==> config.mk <==
export PLATFORM = sky130hd
export DESIGN_NAME = stopwatch_ctrl
export DESIGN_NICKNAME = d
export VERILOG_FILES = /design/src/rtl/stopwatch_ctrl.sv
export SDC_FILE = /design/constraint.sdc
export NUM_CORES = 1
export LEC_CHECK = 0
export CAP_MARGIN = 20
export CORE_ASPECT_RATIO = 1.2
export CORE_UTILIZATION = 56
export DETAILED_ROUTE_END_ITERATION = 12
export PLACE_DENSITY_LB_ADDON = 0.15
export SLEW_MARGIN = 10
export SYNTH_ARGS = -nofsm -noshare
export SYNTH_HDL_FRONTEND = slang
export SYNTH_SLANG_ARGS = --single-unit
export TNS_END_PERCENT = 100
==> constraint.sdc <==
create_clock -name clk -period 3 [get_ports clk]
set_input_delay 0.45 -clock clk [delete_from_list [all_inputs] [get_ports clk]]
set_output_delay 0.45 -clock clk [all_outputs]
set_load 0.03 [all_outputs]
==> src/rtl/stopwatch_ctrl.sv <==
// Stopwatch control stage: conditions the start/stop and clear push-buttons
// (2-flop sync, debounce, rising-edge detect), runs the IDLE/RUN/PAUSE state
// machine and produces the count-enable tick and clear pulse for the digit
// counter chain.
module stopwatch_ctrl #(
  parameter int DBNC_CYCLES = 1000000,
  parameter int TICK_DIV    = 5000000
) (
  input  logic clk,
  input  logic rst,
  input  logic i_btn_ss,
  input  logic i_btn_clr,
  output logic o_enb,
  output logic o_clr,
  output logic o_running
);

  localparam int DW = $clog2(DBNC_CYCLES + 1);
  localparam int PW = $clog2(TICK_DIV);

  typedef enum logic [1:0] {
    ST_IDLE  = 2'd0,
    ST_RUN   = 2'd1,
    ST_PAUSE = 2'd2
  } state_t;

  // Bit 0 is the start/stop button, bit 1 is the clear button.
  logic [1:0]    btn_raw;
  logic [1:0]    sync1_q, sync1_d;
  logic [1:0]    sync2_q, sync2_d;
  logic [1:0]    db_q, db_d;
  logic [1:0]    db_prev_q, db_prev_d;
  logic [1:0]    press_q, press_d;
  logic [DW-1:0] dcnt_q [2];
  logic [DW-1:0] dcnt_d [2];

  state_t        state_q, state_d;
  logic [PW-1:0] presc_q, presc_d;
  logic          enb_q, enb_d;
  logic          clr_q, clr_d;
  logic          running_q, running_d;

  logic          ss_press;
  logic          clr_press;

  assign btn_raw   = {i_btn_clr, i_btn_ss};
  assign ss_press  = press_q[0];
  assign clr_press = press_q[1];

  assign o_enb     = enb_q;
  assign o_clr     = clr_q;
  assign o_running = running_q;

  // Button conditioning: sync chain, debounce counter, registered rising-edge pulse.
  always_comb begin
    sync1_d   = btn_raw;
    sync2_d   = sync1_q;
    db_d      = db_q;
    db_prev_d = db_q;
    press_d   = db_q & ~db_prev_q;
    for (int i = 0; i < 2; i++) begin
      dcnt_d[i] = '0;
      if (sync2_q[i] != db_q[i]) begin
        if (dcnt_q[i] == DW'(DBNC_CYCLES - 1)) begin
          db_d[i] = sync2_q[i];
        end else begin
          dcnt_d[i] = dcnt_q[i] + 1'b1;
        end
      end
    end
  end

  // Conditioning registers, cleared by the synchronous active-low reset.
  always_ff @(posedge clk) begin
    if (!rst) begin
      sync1_q   <= '0;
      sync2_q   <= '0;
      db_q      <= '0;
      db_prev_q <= '0;
      press_q   <= '0;
      for (int i = 0; i < 2; i++) begin
        dcnt_q[i] <= '0;
      end
    end else begin
      sync1_q   <= sync1_d;
      sync2_q   <= sync2_d;
      db_q      <= db_d;
      db_prev_q <= db_prev_d;
      press_q   <= press_d;
      for (int i = 0; i < 2; i++) begin
        dcnt_q[i] <= dcnt_d[i];
      end
    end
  end

  // State register.
  always_ff @(posedge clk) begin
    if (!rst) begin
      state_q <= ST_IDLE;
    end else begin
      state_q <= state_d;
    end
  end

  // Next-state logic; a clear press always beats a simultaneous start/stop press.
  always_comb begin
    state_d = state_q;
    case (state_q)
      ST_IDLE: begin
        if (clr_press)     state_d = ST_IDLE;
        else if (ss_press) state_d = ST_RUN;
      end
      ST_RUN: begin
        if (clr_press)     state_d = ST_IDLE;
        else if (ss_press) state_d = ST_PAUSE;
      end
      ST_PAUSE: begin
        if (clr_press)     state_d = ST_IDLE;
        else if (ss_press) state_d = ST_RUN;
      end
      default: state_d = ST_IDLE;
    endcase
  end

  // Output logic: prescaler advances only in RUN, holds in PAUSE, zero in IDLE or on clear.
  always_comb begin
    presc_d   = presc_q;
    enb_d     = 1'b0;
    clr_d     = clr_press;
    running_d = (state_d == ST_RUN);
    case (state_q)
      ST_IDLE: begin
        presc_d = '0;
      end
      ST_RUN: begin
        if (presc_q == PW'(TICK_DIV - 1)) begin
          enb_d   = 1'b1;
          presc_d = '0;
        end else begin
          presc_d = presc_q + 1'b1;
        end
      end
      ST_PAUSE: begin
        presc_d = presc_q;
      end
      default: begin
        presc_d = '0;
      end
    endcase
    if (clr_press) begin
      presc_d = '0;
    end
  end

  // Registered outputs and prescaler.
  always_ff @(posedge clk) begin
    if (!rst) begin
      presc_q   <= '0;
      enb_q     <= 1'b0;
      clr_q     <= 1'b0;
      running_q <= 1'b0;
    end else begin
      presc_q   <= presc_d;
      enb_q     <= enb_d;
      clr_q     <= clr_d;
      running_q <= running_d;
    end
  end

endmodule

==> impl_metrics.env <==
export IMPL_result_of_the_run="complete, no violations"
export IMPL_setup_viol_count_final=0
export IMPL_final_area_um2=3750
export IMPL_remaining_drc_errors=0
export IMPL_instances_no_fill=493
export IMPL_synth_edff_count=0
export IMPL_grt_pass1_wl_um=10200
export IMPL_critical_path_top_delay_family="simple AND/OR/NAND/NOR gates"
export IMPL_cp_data_arrival_time_ns=2.42
export IMPL_first_pass_iters=4
export IMPL_grt_overflow_total=0
export IMPL_postCtsSetupRepairBufs=0
export IMPL_cts_root_buf="sky130_fd_sc_hd__clkbuf_8"
export IMPL_drt_first_iter_violations=145
export IMPL_wirelength_um=5940
export IMPL_max_stage_delay_ns=0.57
export IMPL_std_cell_rows=30
export IMPL_core_area_um2=5820
export IMPL_powerDensity_nw_per_um2=479
export IMPL_postSynth_asyncResetShare=0
export IMPL_drt_antenna_violating_nets=0
export IMPL_routed_wire_length_per_instance_um=12.0
export IMPL_numPlacedInstances=477
export IMPL_hold_end="press_q[0]"
export IMPL_final_max_slew_violation_count=0
export IMPL_initial_utilization=0.594
export IMPL_final_critical_path_share_of_the_clock_period=0.733
export IMPL_share_of_synthesized_area_occupied_by_flip_flops_and_latches=0.452
export IMPL_dp_final_hpwl_um=4130
export IMPL_worst_min_delay_path_class="flip-flop to flip-flop"
export IMPL_detailed_place_area_um2=3570
export IMPL_final_cell_mix="sky130_fd_sc_hd__dfxtp_1 (78), sky130_fd_sc_hd__nor2_1 (61), sky130_fd_sc_hd__nand2_1 (36), sky130_fd_sc_hd__nand3_1 (27), sky130_fd_sc_hd__xnor2_1 (24)"
export IMPL_layout_commonest_cell="sky130_fd_sc_hd__dfxtp_1"
export IMPL_num_antenna_cells=0
export IMPL_vdd_ir_drop_worst_uv=392
export IMPL_worst_path_most_repeated_cell="sky130_fd_sc_hd__a31oi_1"
export IMPL_area_growth_synth_to_final_pct=8.55
export IMPL_setup_tns_ns=0
export IMPL_post_synth_design_cell_area_um2=3450
export IMPL_flip_flop_cell_with_the_highest_count_after_synthesis="sky130_fd_sc_hd__dfxtp_1"
export IMPL_track_usage=0.203
export IMPL_reg2reg_to="presc_q[9]"
export IMPL_critical_path_cell_chain="or4b_4 > nor4_4 > a21oi_2 > buf_4 > a31oi_1 > a31oi_1"
export IMPL_worst_hold_path_num_cells=1
export IMPL_layout_min_cycle_time_ns=2.20
export IMPL_r2r_worst_path_cells=6
export IMPL_cts_tree="yes"
export IMPL_clock_sinks=78
export IMPL_syn_instance_count=399
export IMPL_report_final_hold_viol_count=0
export IMPL_num_fill_cells=513
export IMPL_first_global_vias=2350
export IMPL_cts_htree_levels=3
export IMPL_unrepaired_setup_endpoints_after_global_routing="no"
export IMPL_dr_total_vias=2656
export IMPL_place_port_buffers=6
export IMPL_height_of_the_chip_um=88.0
export IMPL_globalplace_congestion=0.762
export IMPL_regToRegSetupSlack_ns=0.80
export IMPL_nNetsFinal=415
export IMPL_r2r_start="presc_q[10]"
export IMPL_die_width_um=73.7
export IMPL_drv_cap=0
export IMPL_cpMaxStageDelayCell="sky130_fd_sc_hd__or4b_4"
export IMPL_worst_slew_margin_rel=0.408
export IMPL_cts_resized=0
export IMPL_clk_insertion_delay_late_ns=0.34
export IMPL_cts_hold_repair_buffers=0
export IMPL_synth_cell_type_count=41
export IMPL_power_mw=1.79
export IMPL_boundaryPins=7
export IMPL_grt_antenna_before_repair=0
export IMPL_die_area_um2=6490
export IMPL_worst_slew_pin_slew_ns=0.879
export IMPL_drt_vias_per_instance=5.39
export IMPL_mean_post_synth_cell_area_um2=8.65
export IMPL_ys_seq_elements=78
export IMPL_worst_setup_path_type="flip-flop to flip-flop"
export IMPL_worst_clock_skew_ns=0.00837
export IMPL_hold_ws_ns=0.393
export IMPL_postSynthNetCount=406
export IMPL_fmax_mhz=455
export IMPL_cts_root_to_sink_buffers=2
export IMPL_path_buf_inv=1
export IMPL_yosys_warnings=0
export IMPL_clk_pin_slew_ns=0.08
export IMPL_power_leakage_nw=1.21
export IMPL_hp_start="db_prev_q[0]"
export IMPL_maximum_number_of_pins_on_one_net_before_global_route_repair=22
export IMPL_cts_made_buffers=9
export IMPL_critPathMaxFanout=21
export IMPL_drive_above_1_share=0.0726
export IMPL_worst_endpoint_required_ns=3.22
export IMPL_worst_setup_path_end_kind="flip-flop"
export IMPL_startpoint_type="flip-flop"
==> where the power goes <==
group / switching (mW) / total [mW] / internal, mW
Sequential: 0.00185 / 1.04 / 1.04
Combinational: 0.00971 / 0.0176 / 0.00786
Clock: 0.355 / 0.738 / 0.383
==> state kept, by name, summed over array words and instances, names as in the netlist <==
register	cells
db_prev_d	2
db_prev_q	2
dcnt_q	40
o_clr	1
o_enb	1
o_running	1
presc_q	23
press_q	2
state_q	2
sync1_q	2
sync2_q	2
==> worst register-to-register path, stage by stage, from the launching register on <==
cell                      delay [ns]
sky130_fd_sc_hd__dfxtp_1        0.37
sky130_fd_sc_hd__or4b_4         0.57
sky130_fd_sc_hd__nor4_4         0.37
sky130_fd_sc_hd__a21oi_2        0.25
sky130_fd_sc_hd__buf_4          0.27
sky130_fd_sc_hd__a31oi_1        0.19
sky130_fd_sc_hd__a31oi_1        0.05
==> synth_stat cells (2+ instances only) <==
library cell,instances,area share
sky130_fd_sc_hd__a21oi_1,14,0.020
sky130_fd_sc_hd__a21oi_2,3,0.0076
sky130_fd_sc_hd__a31oi_1,12,0.022
sky130_fd_sc_hd__and2_1,9,0.016
sky130_fd_sc_hd__and3_1,12,0.022
sky130_fd_sc_hd__and4_1,4,0.010
sky130_fd_sc_hd__buf_2,2,0.0029
sky130_fd_sc_hd__buf_6,3,0.0098
sky130_fd_sc_hd__clkbuf_1,5,0.0054
sky130_fd_sc_hd__dfxtp_1,78,0.45
sky130_fd_sc_hd__ha_1,3,0.011
sky130_fd_sc_hd__inv_1,14,0.015
sky130_fd_sc_hd__mux2i_1,4,0.012
sky130_fd_sc_hd__nand2_1,36,0.039
sky130_fd_sc_hd__nand2b_1,5,0.0091
sky130_fd_sc_hd__nand3_1,27,0.039
sky130_fd_sc_hd__nand4_1,11,0.020
sky130_fd_sc_hd__nand4b_1,2,0.0051
sky130_fd_sc_hd__nor2_1,61,0.066
sky130_fd_sc_hd__nor2b_1,7,0.013
sky130_fd_sc_hd__nor3_1,8,0.012
sky130_fd_sc_hd__nor3b_1,2,0.0043
sky130_fd_sc_hd__nor4_1,4,0.0072
sky130_fd_sc_hd__nor4_2,2,0.0072
sky130_fd_sc_hd__nor4b_1,4,0.010
sky130_fd_sc_hd__o21ai_0,7,0.010
sky130_fd_sc_hd__o22ai_1,3,0.0054
sky130_fd_sc_hd__or2_2,2,0.0036
sky130_fd_sc_hd__or3_1,3,0.0054
sky130_fd_sc_hd__or3b_2,3,0.0076
sky130_fd_sc_hd__or4_1,2,0.0043
sky130_fd_sc_hd__xnor2_1,24,0.061
sky130_fd_sc_hd__xor2_1,15,0.038
==> per-stage QoR <==
step,util,worst slack (ns)
2_1_floorplan,-,1.13
3_3_place_gp,0.613,0.584
3_5_place_dp,0.613,0.537
4_1_cts,0.644,0.784
5_1_grt,0.644,0.613
6_report,0.644,0.802
==> worst max-delay path by stage <==
stage,startpoint,endpoint,cells after the start
6_report,presc_q[10],presc_q[9],6
5_1_grt,presc_q[0],presc_q[7],7
4_1_cts,presc_q[0],presc_q[14],7
3_5_place_dp,rst,presc_q[14],7
3_3_place_gp,rst,presc_q[8],7
2_1_floorplan,presc_q[10],presc_q[2],7
==> cell families after synthesis <==
logic type | count (synthesis) | synth area share
compound gates | 42 | 0.0721
xor+xnor | 39 | 0.0989
fa+ha+maj | 3 | 0.0109
buf+inv | 24 | 0.0333
flops | 78 | 0.452
mux | 5 | 0.0149
simple gates | 208 | 0.318
==> metal layers <==
metal,vias up,track usage,part of all wire
met5,-,0,0
met4,0,0.0997,0.012
met3,6,0.0345,0.015
met2,20,0.337,0.48
met1,1237,0.254,0.49
li1,1393,-,-
==> area by class of cell <==
cell class	count	area, um^2	share of cell area
clock buffers	12	135	0.0360
clock inverters	4	47.5	0.0127
inverters	14	52.6	0.0140
multi-input cells	297	1780	0.474
flip-flops and latches	78	1560	0.417
well taps	80	100	0.0267
repair buffers	8	75.1	0.0200
No activity file was read; power rests on OpenSTA's default activity.
==> patch (config.mk and constraints unchanged) <==
Encoding of `state_t`: now one-hot (3 bits for 3 states).
--- a/src/rtl/stopwatch_ctrl.sv
+++ b/src/rtl/stopwatch_ctrl.sv
@@ -19,8 +19,8 @@
   localparam int PW = $clog2(TICK_DIV);
 
-  typedef enum logic [1:0] {
-    ST_IDLE  = 2'd0,
-    ST_RUN   = 2'd1,
-    ST_PAUSE = 2'd2
+  typedef enum logic [2:0] {
+    ST_IDLE  = 3'b001,
+    ST_RUN   = 3'b010,
+    ST_PAUSE = 3'b100
   } state_t;
 
Function: same outputs for any inputs over 10 cycles, from zero or initial values and one cycle with rst low; not proved beyond that.
==> patch against the unedited design <==
  * Power up 12%
  * Final area rose by 4.0%
  * Sequential cell count is 1 higher
  * Highest routed layer unchanged
  * Via count is 3.5% higher
  * Die area up 2.3%
  * Worst setup slack gained 0.076 ns
  * Synthesized area is 2.4% higher
  * Routed wire length is 5.4% higher
  * Count of clock-buffer cells in the layout down 1
  * Maximum frequency is 3.6% higher
  * Synthesized cell count grew 1.3%
  * Sequential share of layout area is 1.1 points lower
==> patch: results (changes against the unedited design) <==
{| class="wikitable"
! Metric !! Value
|-
| Result of the run || completed (unchanged)
|-
| Vias per cell || 5.50 (was 5.39)
|-
| Worst reg2reg setup slack || 0.88 ns (was 0.80 ns)
|-
| DR vias || 2,748 (was 2,656)
|-
| Critical register-to-register path startpoint || presc_q[15]$_SDFFE_PP0P_ (was presc_q[10]$_SDFFE_PP0P_)
|-
| Maximum VDD drop || 0.461 mV (was 0.392 mV)
|-
| Syn Inst Count || 404 (was 399)
|-
| Share of layout cells above drive strength 1 || 0.0598 (was 0.0726)
|-
| Top fanout value on the critical path || 31 (was 21)
|-
| Library cells used by synthesis || 43 (was 41)
|-
| Leading registers by flop count || dcnt_q (40), presc_q (23), state_q (3) (was dcnt_q (40), presc_q (23))
|-
| Final Wtd Congestion || 0.814 (was 0.762)
|-
| Reg-to-Reg End || presc_q[19]$_SDFFE_PP0P_ (was presc_q[9]$_SDFFE_PP0P_)
|-
| Leading cell types by count after synthesis || 79 x sky130_fd_sc_hd__dfxtp_1, 60 x sky130_fd_sc_hd__nor2_1, 38 x sky130_fd_sc_hd__nand2_1 (was 78 x sky130_fd_sc_hd__dfxtp_1, 61 x sky130_fd_sc_hd__nor2_1, 36 x sky130_fd_sc_hd__nand2_1)
|-
| Largest cells by area after synthesis || sky130_fd_sc_hd__dfxtp_1 45%, sky130_fd_sc_hd__nor2_1 6.4%, sky130_fd_sc_hd__xnor2_1 5.2% (was sky130_fd_sc_hd__dfxtp_1 45%, sky130_fd_sc_hd__nor2_1 6.6%, sky130_fd_sc_hd__xnor2_1 6.1%)
|-
| Wire length of the first global-routing pass || 10,800 um (was 10,200 um)
|-
| Via count of the first global-routing pass || 2,456 (was 2,350)
|-
| Met1 usage || 0.253 (was 0.254)
|-
| Standard cell with the maximum stage delay on the critical path || sky130_fd_sc_hd__or4_4 (was sky130_fd_sc_hd__or4b_4)
|-
| Met3 Resource Use GR || 0.0575 (was 0.0345)
|-
| Number of nets in the finished design || 420 (was 415)
|-
| GR Util All Layers || 0.211 (was 0.203)
|-
| Layout Skew || 0.0114 ns (was 0.00837 ns)
|-
| DPL Wire Length || 4360 um (was 4130 um)
|-
| Final wirelength || 6260 um (was 5940 um)
|-
| Global-route met2 utilization || 0.360 (was 0.337)
|-
| Static leakage || 1.31 nW (was 1.21 nW)
|-
| Final worst path period need || 2.12 ns (was 2.20 ns)
|-
| Post-Place Cells || 484 (was 477)
|-
| Worst slew slack as a fraction of its limit || 0.539 (was 0.408)
|}
==> patch: cell types whose count changed after synthesis, moves of 4 or more <==
| cell | before | now |
|---|---|---|
| sky130_fd_sc_hd__mux2i_1 | 4 | 8 |
| sky130_fd_sc_hd__xor2_1 | 15 | 21 |
| sky130_fd_sc_hd__a31oi_1 | 12 | 8 |
| sky130_fd_sc_hd__inv_1 | 14 | 5 |
| sky130_fd_sc_hd__a22o_1 | 0 | 5 |
==> patch: per-stage QoR <==
step	hold WS (ns)	util	cell area [um^2]
after detailed placement	0.380	0.605	3660
final	0.390	0.644	3900
after global routing	0.396	0.644	3900
after global placement	0.374	0.605	3660
after floorplan	0.367	-	3530
after CTS	0.394	0.644	3900
==> patch: power by group <==
part	internal [mW]	leakage (nW)	switching, mW
clock	0.555	0.114	0.377
combinational	0.00768	0.562	0.0102
sequential	1.05	0.637	0.00148
total	1.61	1.31	0.388
==> patch: kinds of logic after synthesis <==
kind of cell	synth area share
buffers and inverters	0.0262
AO/OA/AOI/OAI	0.0736
flip-flops	0.447
multiplexers	0.0227
AND/OR/NAND/NOR	0.315
adder cells (fa/ha/maj)	0.0106
XOR/XNOR	0.104
==> patch: final cells by class <==
class                           count  area (um^2)
Fill cell                         549         2150
Multi-Input combinational cell    307         1860
Sequential cell                    79         1580
Clock buffer                       11          131
Clock inverter                      5          106
Tap cell                           82          103
Timing Repair Buffer               11         97.6
Inverter                            5         18.8
==> patch: worst max-delay path: cells and delay by family (launching register included) <==
family | cells | cell delay, ns
buf+inv | 1 | 0.24
flops | 1 | 0.39
simple gates | 2 | 0.89
compound gates | 3 | 0.49
==> patch: how the worst min path moves through the flow <==
stage,from,end,slack [ns],cells after the start
after floorplan,db_prev_q[0]$_SDFF_PN0_,press_q[0]$_SDFF_PN0_,0.37,1
after detailed placement,db_prev_q[1]$_SDFF_PN0_,press_q[1]$_SDFF_PN0_,0.38,1
after CTS,db_prev_q[1]$_SDFF_PN0_,press_q[1]$_SDFF_PN0_,0.39,1
final,db_prev_q[0]$_SDFF_PN0_,press_q[0]$_SDFF_PN0_,0.39,1
after global routing,db_prev_q[0]$_SDFF_PN0_,press_q[0]$_SDFF_PN0_,0.40,1
after global placement,db_prev_q[1]$_SDFF_PN0_,press_q[1]$_SDFF_PN0_,0.37,1
==> patch: metal layers <==
layer,vias up,wire length [um],share of wire
met1,1288,3060,0.49
met3,7,148,0.024
li1,1427,-,-
met5,-,0,0
met4,0,73,0.012
met2,26,2980,0.48
